==> src/rtl/seq_signed_multiplier.sv <==
// seq_signed_multiplier: radix-2 Booth multiplier, one partial product per clock.
// Returns the truncated WIDTH-bit result and the full signed 2*WIDTH-bit product.
`default_nettype none

module seq_signed_multiplier #(
  parameter int WIDTH = 8
) (
  input  logic                 CLK,
  input  logic                 RESET,
  input  logic                 START,
  input  logic [WIDTH-1:0]     DATA1,
  input  logic [WIDTH-1:0]     DATA2,
  output logic [WIDTH-1:0]     OUTPUT,
  output logic [2*WIDTH-1:0]   PRODUCT,
  output logic                 BUSY,
  output logic                 DONE
);

  localparam int CW = $clog2(WIDTH);
  localparam logic [CW-1:0] LAST_STEP = CW'(WIDTH - 1);

  typedef enum logic [1:0] {
    IDLE   = 2'd0,
    RUN    = 2'd1,
    FINISH = 2'd2
  } state_t;

  state_t              state;
  logic [2*WIDTH:0]    acc;
  logic [WIDTH-1:0]    mcand;
  logic [CW-1:0]       count;

  logic [WIDTH:0]      upper_ext;
  logic [WIDTH:0]      mcand_ext;
  logic [WIDTH:0]      sum;
  logic [2*WIDTH:0]    acc_next;

  // The add/subtract is one bit wider than the upper half so that the
  // most-negative multiplicand cannot overflow; that extra bit becomes the
  // new sign after the arithmetic shift.
  always_comb begin
    upper_ext = {acc[2*WIDTH], acc[2*WIDTH:WIDTH+1]};
    mcand_ext = {mcand[WIDTH-1], mcand};
    sum       = upper_ext;
    case (acc[1:0])
      2'b01:   sum = upper_ext + mcand_ext;
      2'b10:   sum = upper_ext - mcand_ext;
      default: sum = upper_ext;
    endcase
    acc_next = {sum, acc[WIDTH:1]};
  end

  always_ff @(posedge CLK or negedge RESET) begin
    if (!RESET) begin
      state   <= IDLE;
      acc     <= '0;
      mcand   <= '0;
      count   <= '0;
      OUTPUT  <= '0;
      PRODUCT <= '0;
      BUSY    <= 1'b0;
      DONE    <= 1'b0;
    end else begin
      case (state)
        IDLE, FINISH: begin
          DONE <= 1'b0;
          if (START) begin
            mcand <= DATA1;
            acc   <= {{WIDTH{1'b0}}, DATA2, 1'b0};
            count <= '0;
            BUSY  <= 1'b1;
            state <= RUN;
          end else begin
            state <= IDLE;
          end
        end
        RUN: begin
          acc   <= acc_next;
          count <= count + 1'b1;
          if (count == LAST_STEP) begin
            PRODUCT <= acc_next[2*WIDTH:1];
            OUTPUT  <= acc_next[WIDTH:1];
            BUSY    <= 1'b0;
            DONE    <= 1'b1;
            state   <= FINISH;
          end
        end
        default: begin
          BUSY  <= 1'b0;
          DONE  <= 1'b0;
          state <= IDLE;
        end
      endcase
    end
  end

endmodule

`default_nettype wire

==> config.mk <==
export PLATFORM = sky130hd
export DESIGN_NAME = seq_signed_multiplier
export DESIGN_NICKNAME = d
export VERILOG_FILES = /design/src/rtl/seq_signed_multiplier.sv
export SDC_FILE = /design/constraint.sdc
export NUM_CORES = 1
export LEC_CHECK = 0
export CAP_MARGIN = 20
export CORE_ASPECT_RATIO = 0.9
export CORE_MARGIN = 2
export CORE_UTILIZATION = 36
export CTS_BUF_LIST = sky130_fd_sc_hd__clkbuf_16
export DETAILED_ROUTE_END_ITERATION = 10
export SYNTH_ARGS = -nofsm -noshare
export SYNTH_HDL_FRONTEND = slang
export SYNTH_SLANG_ARGS = --single-unit
==> constraint.sdc <==
create_clock -name CLK -period 2.9 [get_ports CLK]
set_input_delay 0.58 -clock CLK [delete_from_list [all_inputs] [get_ports CLK]]
set_output_delay 0.58 -clock CLK [all_outputs]
set_load 0.03 [all_outputs]
==> impl_metrics.env, run 1 <==
export IMPL_crit_chain="inv_1, ha_1, mux2_2, fa_1, nand2b_1, a21oi_2, o21ai_1, mux2i_2, xor2_1, o21ai_1"
export IMPL_ff2ff_path_depth=10
export IMPL_netlist_area_um2=2490
export IMPL_antenna_left=0
export IMPL_rows=28
export IMPL_crit_path_end_kind="register"
export IMPL_synth_edf_count=0
export IMPL_die_area_um2=7610
export IMPL_vias=1887
export IMPL_maxCapViolations=0
export IMPL_track_usage_pct=14.8
export IMPL_core_um2=6660
export IMPL_post_place_cells=385
export IMPL_cp_max_fo=8
export IMPL_cts_inserted_buffers=5
export IMPL_clockBufferDepth=2
export IMPL_fin_tns_setup_ns=0
export IMPL_die_x_um=91.7
export IMPL_finalSetupViolations=0
export IMPL_ys_types=41
export IMPL_grt_pass1_vias=1866
export IMPL_rsz0062_at_grt="false"
export IMPL_drive_above_1_share_pct=9.24
export IMPL_initialDrtViolationCount=105
export IMPL_gr_total_overflow=0
export IMPL_syn_to_final_growth_pct=26.9
export IMPL_ctsResizeCount=0
export IMPL_worstSetupStartpointType="register"
export IMPL_place_hpwl_um=3800
export IMPL_grt_first_pass_wirelength_um=9180
export IMPL_synthFlopType="dfrtp_1"
export IMPL_cp_slowest_cell="fa_1"
export IMPL_netlist_instances=265
export IMPL_critPathMaxStageDelay_ns=0.43
export IMPL_route_detailed_drc=0
export IMPL_antennaDiodeCount=0
export IMPL_multi_input_area_um2=1170
export IMPL_grt_start_max_net_pins=29
export IMPL_path_buf_inv=1
export IMPL_hold_class="input pin to asynchronous set/reset pin"
export IMPL_dr_pass1_iters=4
export IMPL_cts_hold_buf=0
export IMPL_gp_congestion=0.855
export IMPL_wl_per_cell_um=13.0
export IMPL_h_tree_depth=2
export IMPL_synth_seq_cells=47
export IMPL_relSlewSlack_pct=56.5
export IMPL_post_route_util_pct=47.5
export IMPL_synth_fp_nets=297
export IMPL_floorplan_die_height_um=82.9
export IMPL_finalMaxSlewViolations=0
export IMPL_clk_transition_reported_paths_ns=0.06
export IMPL_io_pins=45
export IMPL_postSynthAreaPerCell_um2=9.41
export IMPL_post_cts_setup_buffer_count=0
export IMPL_required_ns=3.06
export IMPL_cp_arrival_ns=2.84
export IMPL_final_cells=393
export IMPL_clock_sinks=47
export IMPL_cp_common_cell="o21ai_1"
export IMPL_setup_worst_path_class="register to register"
export IMPL_tightestPinTransition_ns=0.651
export IMPL_status="completed"
export IMPL_finalCritPeriodShare_pct=92.3
export IMPL_fmax_mhz=373
export IMPL_async_flop_share_pct=100
export IMPL_io_buffers=44
export IMPL_grt_antenna_before_repair=0
export IMPL_cp_num_cells=10
export IMPL_hold_viol=0
export IMPL_period_minus_slack_ns=2.68
export IMPL_cts_tree="built"
export IMPL_viasPerCell=4.80
export IMPL_yosys_warnings=0
export IMPL_final_nets=334
export IMPL_clockRootBuffer="clkbuf_16"
export IMPL_path_delay_family="adder cells"
export IMPL_totalWireLength_um=5110
export IMPL_ys_seq_area_share_pct=47.2
export IMPL_initial_core_util_pct=37.4
export IMPL_fill_cells=649
export IMPL_clk_latency_ns=0.29
export IMPL_seq_area_um2=1180
export IMPL_clock_skew_ns=0.00503
state kept, by name, summed over array words and instances (netlist names):
name / flops
acc: 17
OUTPUT: 7
mcand: 8
PRODUCT: 9
count: 3
BUSY: 1
state: 2
worst reg2reg max path, stage by stage, from the launching register on:
cell and delay, ns:
dfrtp_1 0.37, inv_1 0.06, ha_1 0.32, mux2_2 0.41
fa_1 0.43, nand2b_1 0.17, a21oi_2 0.20, o21ai_1 0.12
mux2i_2 0.24, xor2_1 0.17, o21ai_1 0.07
layout make-up:
class                      instances  share of cell area [%]
tap                               90                    3.56
sequential                        47                    37.2
clock inverter                     3                    2.02
timing repair buffer              50                    15.2
inverter                           9                    1.07
clock buffer                       5                    3.96
multi-input combinational        189                    37.0
logic make-up (layout without fill, tap and decap cells):
kind of cell / after synthesis / count (layout) / synth area share, %
and+or+nand+nor: 94 / 94 / 16.4
AOI/OAI and AO/OA: 60 / 60 / 14.9
DFF: 47 / 47 / 47.2
buffers and inverters: 29 / 67 / 5.82
adders and majority gates: 13 / 13 / 6.83
muxes: 12 / 12 / 5.42
xor gates and xnor gates: 10 / 10 / 3.51
cells in the mapped netlist, types with 6 or more instances:
cell       n  area, um^2
nand2_1   48         180
dfrtp_1   47        1180
nor2_1    23        86.3
o21ai_0   18        90.1
ha_1      12         150
a31oi_1   10        62.6
mux2_2     9         101
buf_4      8        60.1
inv_1      8        30.0
a21oi_1    7        35.0
o21ai_1    7        35.0
clkbuf_1   6        22.5
xnor2_1    6        52.6
stage by stage:
| step | cell area (um^2) | worst slack, ns | hold slack [ns] |
|---|---|---|---|
| after detailed placement | 2970 | 0.236 | 0.471 |
| after global routing | 3160 | 0.0542 | 0.272 |
| after CTS | 3160 | 0.209 | 0.247 |
| final | 3160 | 0.222 | 0.232 |
| after floorplan | 2490 | 0.443 | 0.284 |
| after global placement | 2970 | 0.301 | 0.465 |
path summary, 6_finish.rpt:
path | startpoint | to | slack [ns]
setup / recovery | acc[0]$_DFFE_PN0P_ | PRODUCT[15]$_DFFE_PN0P_ | 0.22
hold / removal | RESET | BUSY$_DFFE_PN0P_ | 0.23
setup reg to reg | acc[0]$_DFFE_PN0P_ | PRODUCT[15]$_DFFE_PN0P_ | 0.22
hold reg to reg | PRODUCT[10]$_DFFE_PN0P_ | PRODUCT[10]$_DFFE_PN0P_ | 0.48
max in group asynchronous | RESET | PRODUCT[14]$_DFFE_PN0P_ | 1.96
min in group CLK | PRODUCT[10]$_DFFE_PN0P_ | PRODUCT[10]$_DFFE_PN0P_ | 0.48
metal layers:
metal / global-route usage (%) / routed length [um] / part of all wire [%]
met1: 22.6 / 2770 / 54
met5: 0 / 0 / 0
met4: 4.07 / 30 / 0.59
met2: 21.0 / 2120 / 42
met3: 3.09 / 190 / 3.7
layout by cell type, fill, tap and decap left out, drive strengths merged, types with 2 or more instances in the layout:
master          n
clkbuf          5
nand2          48
a21oi           8
ha             12
bufinv          2
o21a            2
nor3            4
dfrtp          47
xnor2           6
a31oi          10
a211oi          2
a22o            4
nand3           3
xor2            4
nand2b          4
nor2           24
o21ai          26
mux2i           3
and2            2
nor2b           5
buf             7
o31ai           2
mux2            9
clkdlybuf4s50  43
a21o            2
inv             9
Power of run 1 is not shown: default switching activity piles up to over one toggle a cycle in this logic, so the estimate is an artifact.
==> run 2, diff against run 1 <==
--- a/config.mk
+++ b/config.mk
@@ -10,5 +10,6 @@
 export CORE_MARGIN = 2
-export CORE_UTILIZATION = 36
+export CORE_UTILIZATION = 52
 export CTS_BUF_LIST = sky130_fd_sc_hd__clkbuf_16
 export DETAILED_ROUTE_END_ITERATION = 10
+export PLACE_DENSITY = 0.79
 export SYNTH_ARGS = -nofsm -noshare
--- a/constraint.sdc
+++ b/constraint.sdc
@@ -3,2 +3,2 @@
 set_output_delay 0.58 -clock CLK [all_outputs]
-set_load 0.03 [all_outputs]
+set_load 0.005 [all_outputs]
==> run 2 against run 1 <==
  * Sequential cell count stayed put
  * Via count is 4.2% higher
  * Worst setup slack better by 0.0077 ns
  * Wire length is 0.94% lower
  * Hold slack worse by 0.029 ns
  * Final cell count is 7.4% lower
  * Cell area is 1.5% lower
  * First-iteration DRC count is 68% higher
==> impl_metrics.env, run 2 (synthesized netlist as in run 1, its figures left out) <==
export IMPL_status="completed"
export IMPL_post_cts_setup_buffer_count=0
export IMPL_wl_per_cell_um=13.9
export IMPL_antennaDiodeCount=0
export IMPL_rows=23
export IMPL_met3WireLength_um=274
export IMPL_p_per_area_nw_per_um2=1480
export IMPL_initial_core_util_pct=55.2
export IMPL_seq_area_um2=1180
export IMPL_path_delay_family="adder cells"
export IMPL_floorplan_die_height_um=69.7
export IMPL_reg2reg_setup_slack_ns=0.23
export IMPL_grt_start_max_net_pins=48
export IMPL_grt_first_pass_wirelength_um=9250
export IMPL_peakVddDrop_v=0.000850
export IMPL_h_tree_depth=2
export IMPL_place_hpwl_um=3660
export IMPL_syn_to_final_growth_pct=24.9
export IMPL_required_ns=3.06
export IMPL_antenna_left=0
export IMPL_initialDrtViolationCount=176
export IMPL_power_leakage_nw=1.39
export IMPL_post_place_cells=356
export IMPL_reg_top3="acc: 17 flops, PRODUCT: 9 flops, mcand: 8 flops"
export IMPL_fill_cells=356
export IMPL_gr_total_overflow=0
export IMPL_finalSetupViolations=0
export IMPL_totalWireLength_um=5060
export IMPL_grt_pass1_vias=1976
export IMPL_drive_above_1_share_pct=9.27
export IMPL_io_buffers=44
export IMPL_io_pins=45
export IMPL_p_total_mw=4.62
export IMPL_vias=1966
export IMPL_path_buf_inv=1
export IMPL_finalCritPeriodShare_pct=92.1
export IMPL_die_area_um2=5360
export IMPL_multi_input_area_um2=1170
export IMPL_crit_path_end_kind="register"
export IMPL_grt_antenna_before_repair=0
export IMPL_hold_viol=0
export IMPL_pwr_share_comb_pct=58.9
export IMPL_clk_latency_ns=0.28
export IMPL_finalMaxSlewViolations=0
export IMPL_largest_register="acc"
export IMPL_switchingPower_mw=1.90
export IMPL_cp_arrival_ns=2.83
export IMPL_swShare_pct=41.2
export IMPL_final_cells=364
export IMPL_tightestPinTransition_ns=0.631
export IMPL_route_detailed_drc=0
export IMPL_worstSetupStartpointType="register"
export IMPL_cp_max_fo=8
export IMPL_final_cell_mix="nand2_1, dfrtp_1, clkdlybuf4s50_1"
export IMPL_pwr_share_seq_pct=27.3
export IMPL_p_clk_share_pct=13.8
export IMPL_fin_tns_setup_ns=0
export IMPL_cts_tree="built"
export IMPL_largest_reg_flops=17
export IMPL_drt_met1_wl_um=2360
export IMPL_cp_slowest_cell="fa_1"
export IMPL_setup_worst_path_class="register to register"
export IMPL_final_nets=334
export IMPL_top_layer="met4"
export IMPL_core_um2=4520
export IMPL_crit_chain="inv_1, ha_1, mux2_2, fa_1, nand2b_1, a21oi_2, o21ai_1, mux2i_2, xor2_1, o21ai_1"
export IMPL_viasPerCell=5.40
export IMPL_clock_skew_ns=0.00563
export IMPL_layout_commonest_cell="nand2_1"
export IMPL_die_x_um=77.0
export IMPL_dp_slack_ns=0.224
export IMPL_track_usage_pct=21.2
export IMPL_fmax_mhz=375
export IMPL_clock_sinks=47
export IMPL_worst_slack_ns=0.230
export IMPL_dr_wl_met2_um=2410
export IMPL_clockBufferDepth=2
export IMPL_intPower_mw=2.71
export IMPL_ctsResizeCount=0
export IMPL_period_minus_slack_ns=2.67
export IMPL_relSlewSlack_pct=57.8
export IMPL_hold_class="input pin to asynchronous set/reset pin"
export IMPL_cts_inserted_buffers=5
export IMPL_maxCapViolations=0
export IMPL_dr_pass1_iters=4
export IMPL_gp_congestion=0.768
export IMPL_cts_hold_buf=0
export IMPL_clockRootBuffer="clkbuf_16"
export IMPL_rsz0062_at_grt="false"
export IMPL_clk_transition_reported_paths_ns=0.06
export IMPL_cp_common_cell="o21ai_1"
export IMPL_critPathMaxStageDelay_ns=0.44
## run 2: worst register-to-register path: cells and delay by family, from the launching register on
kind,cells,cell delay (ns)
adder cells (fa/ha/maj),2,0.76
buffers and inverters,1,0.05
XOR/XNOR,1,0.18
AND/OR/NAND/NOR,1,0.18
AO/OA/AOI/OAI,3,0.36
flip-flops,1,0.37
multiplexers,2,0.65
## run 2: final cells by class
type | count | share of cell area (%)
tap | 62 | 2.49
inverter | 9 | 1.08
timing repair buffer | 50 | 15.8
clock buffer | 5 | 4.02
multi-input combinational | 189 | 37.6
clock inverter | 2 | 1.21
sequential | 47 | 37.8
## run 2: power by group through the flow
| stage | sequential [mW] | combinational [mW] | clock (mW) |
|---|---|---|---|
| finish | 1.26 | 2.72 | 0.636 |
| CTS | 1.26 | 2.73 | 0.643 |
| detailed placement | 1.26 | 2.70 | 0 |
| global placement | 1.24 | 2.62 | 0 |
| floorplan | 1.22 | 1.98 | 0 |
| global route | 1.32 | 3.06 | 0.668 |
## run 2: final timing paths
check                      cells after the start               startpoint                 endpoint
max in group asynchronous                      2                    RESET    OUTPUT[6]$_DFFE_PN0P_
setup / recovery                              10       acc[0]$_DFFE_PN0P_  PRODUCT[15]$_DFFE_PN0P_
min in group CLK                               2  PRODUCT[10]$_DFFE_PN0P_  PRODUCT[10]$_DFFE_PN0P_
setup reg to reg                              10       acc[0]$_DFFE_PN0P_  PRODUCT[15]$_DFFE_PN0P_
hold / removal                                 1                    RESET         BUSY$_DFFE_PN0P_
hold reg to reg                                2  PRODUCT[10]$_DFFE_PN0P_  PRODUCT[10]$_DFFE_PN0P_
## run 2: per-stage QoR
stage / hold slack [ns] / util, % / area [um^2]
global placement: 0.465 / 64.9 / 2930
finish: 0.203 / 68.9 / 3110
CTS: 0.483 / 68.5 / 3090
floorplan: 0.284 / - / 2490
global route: 0.229 / 68.9 / 3110
detailed placement: 0.469 / 64.9 / 2930
## run 2: per-layer routing
metal  up-vias  global-route usage [%]
li1        971                       -
met1       921                    29.1
met2        69                    35.2
met3         5                    3.65
met4         0                    5.36
met5         -                       0
Power figures use the tool's default switching activity.
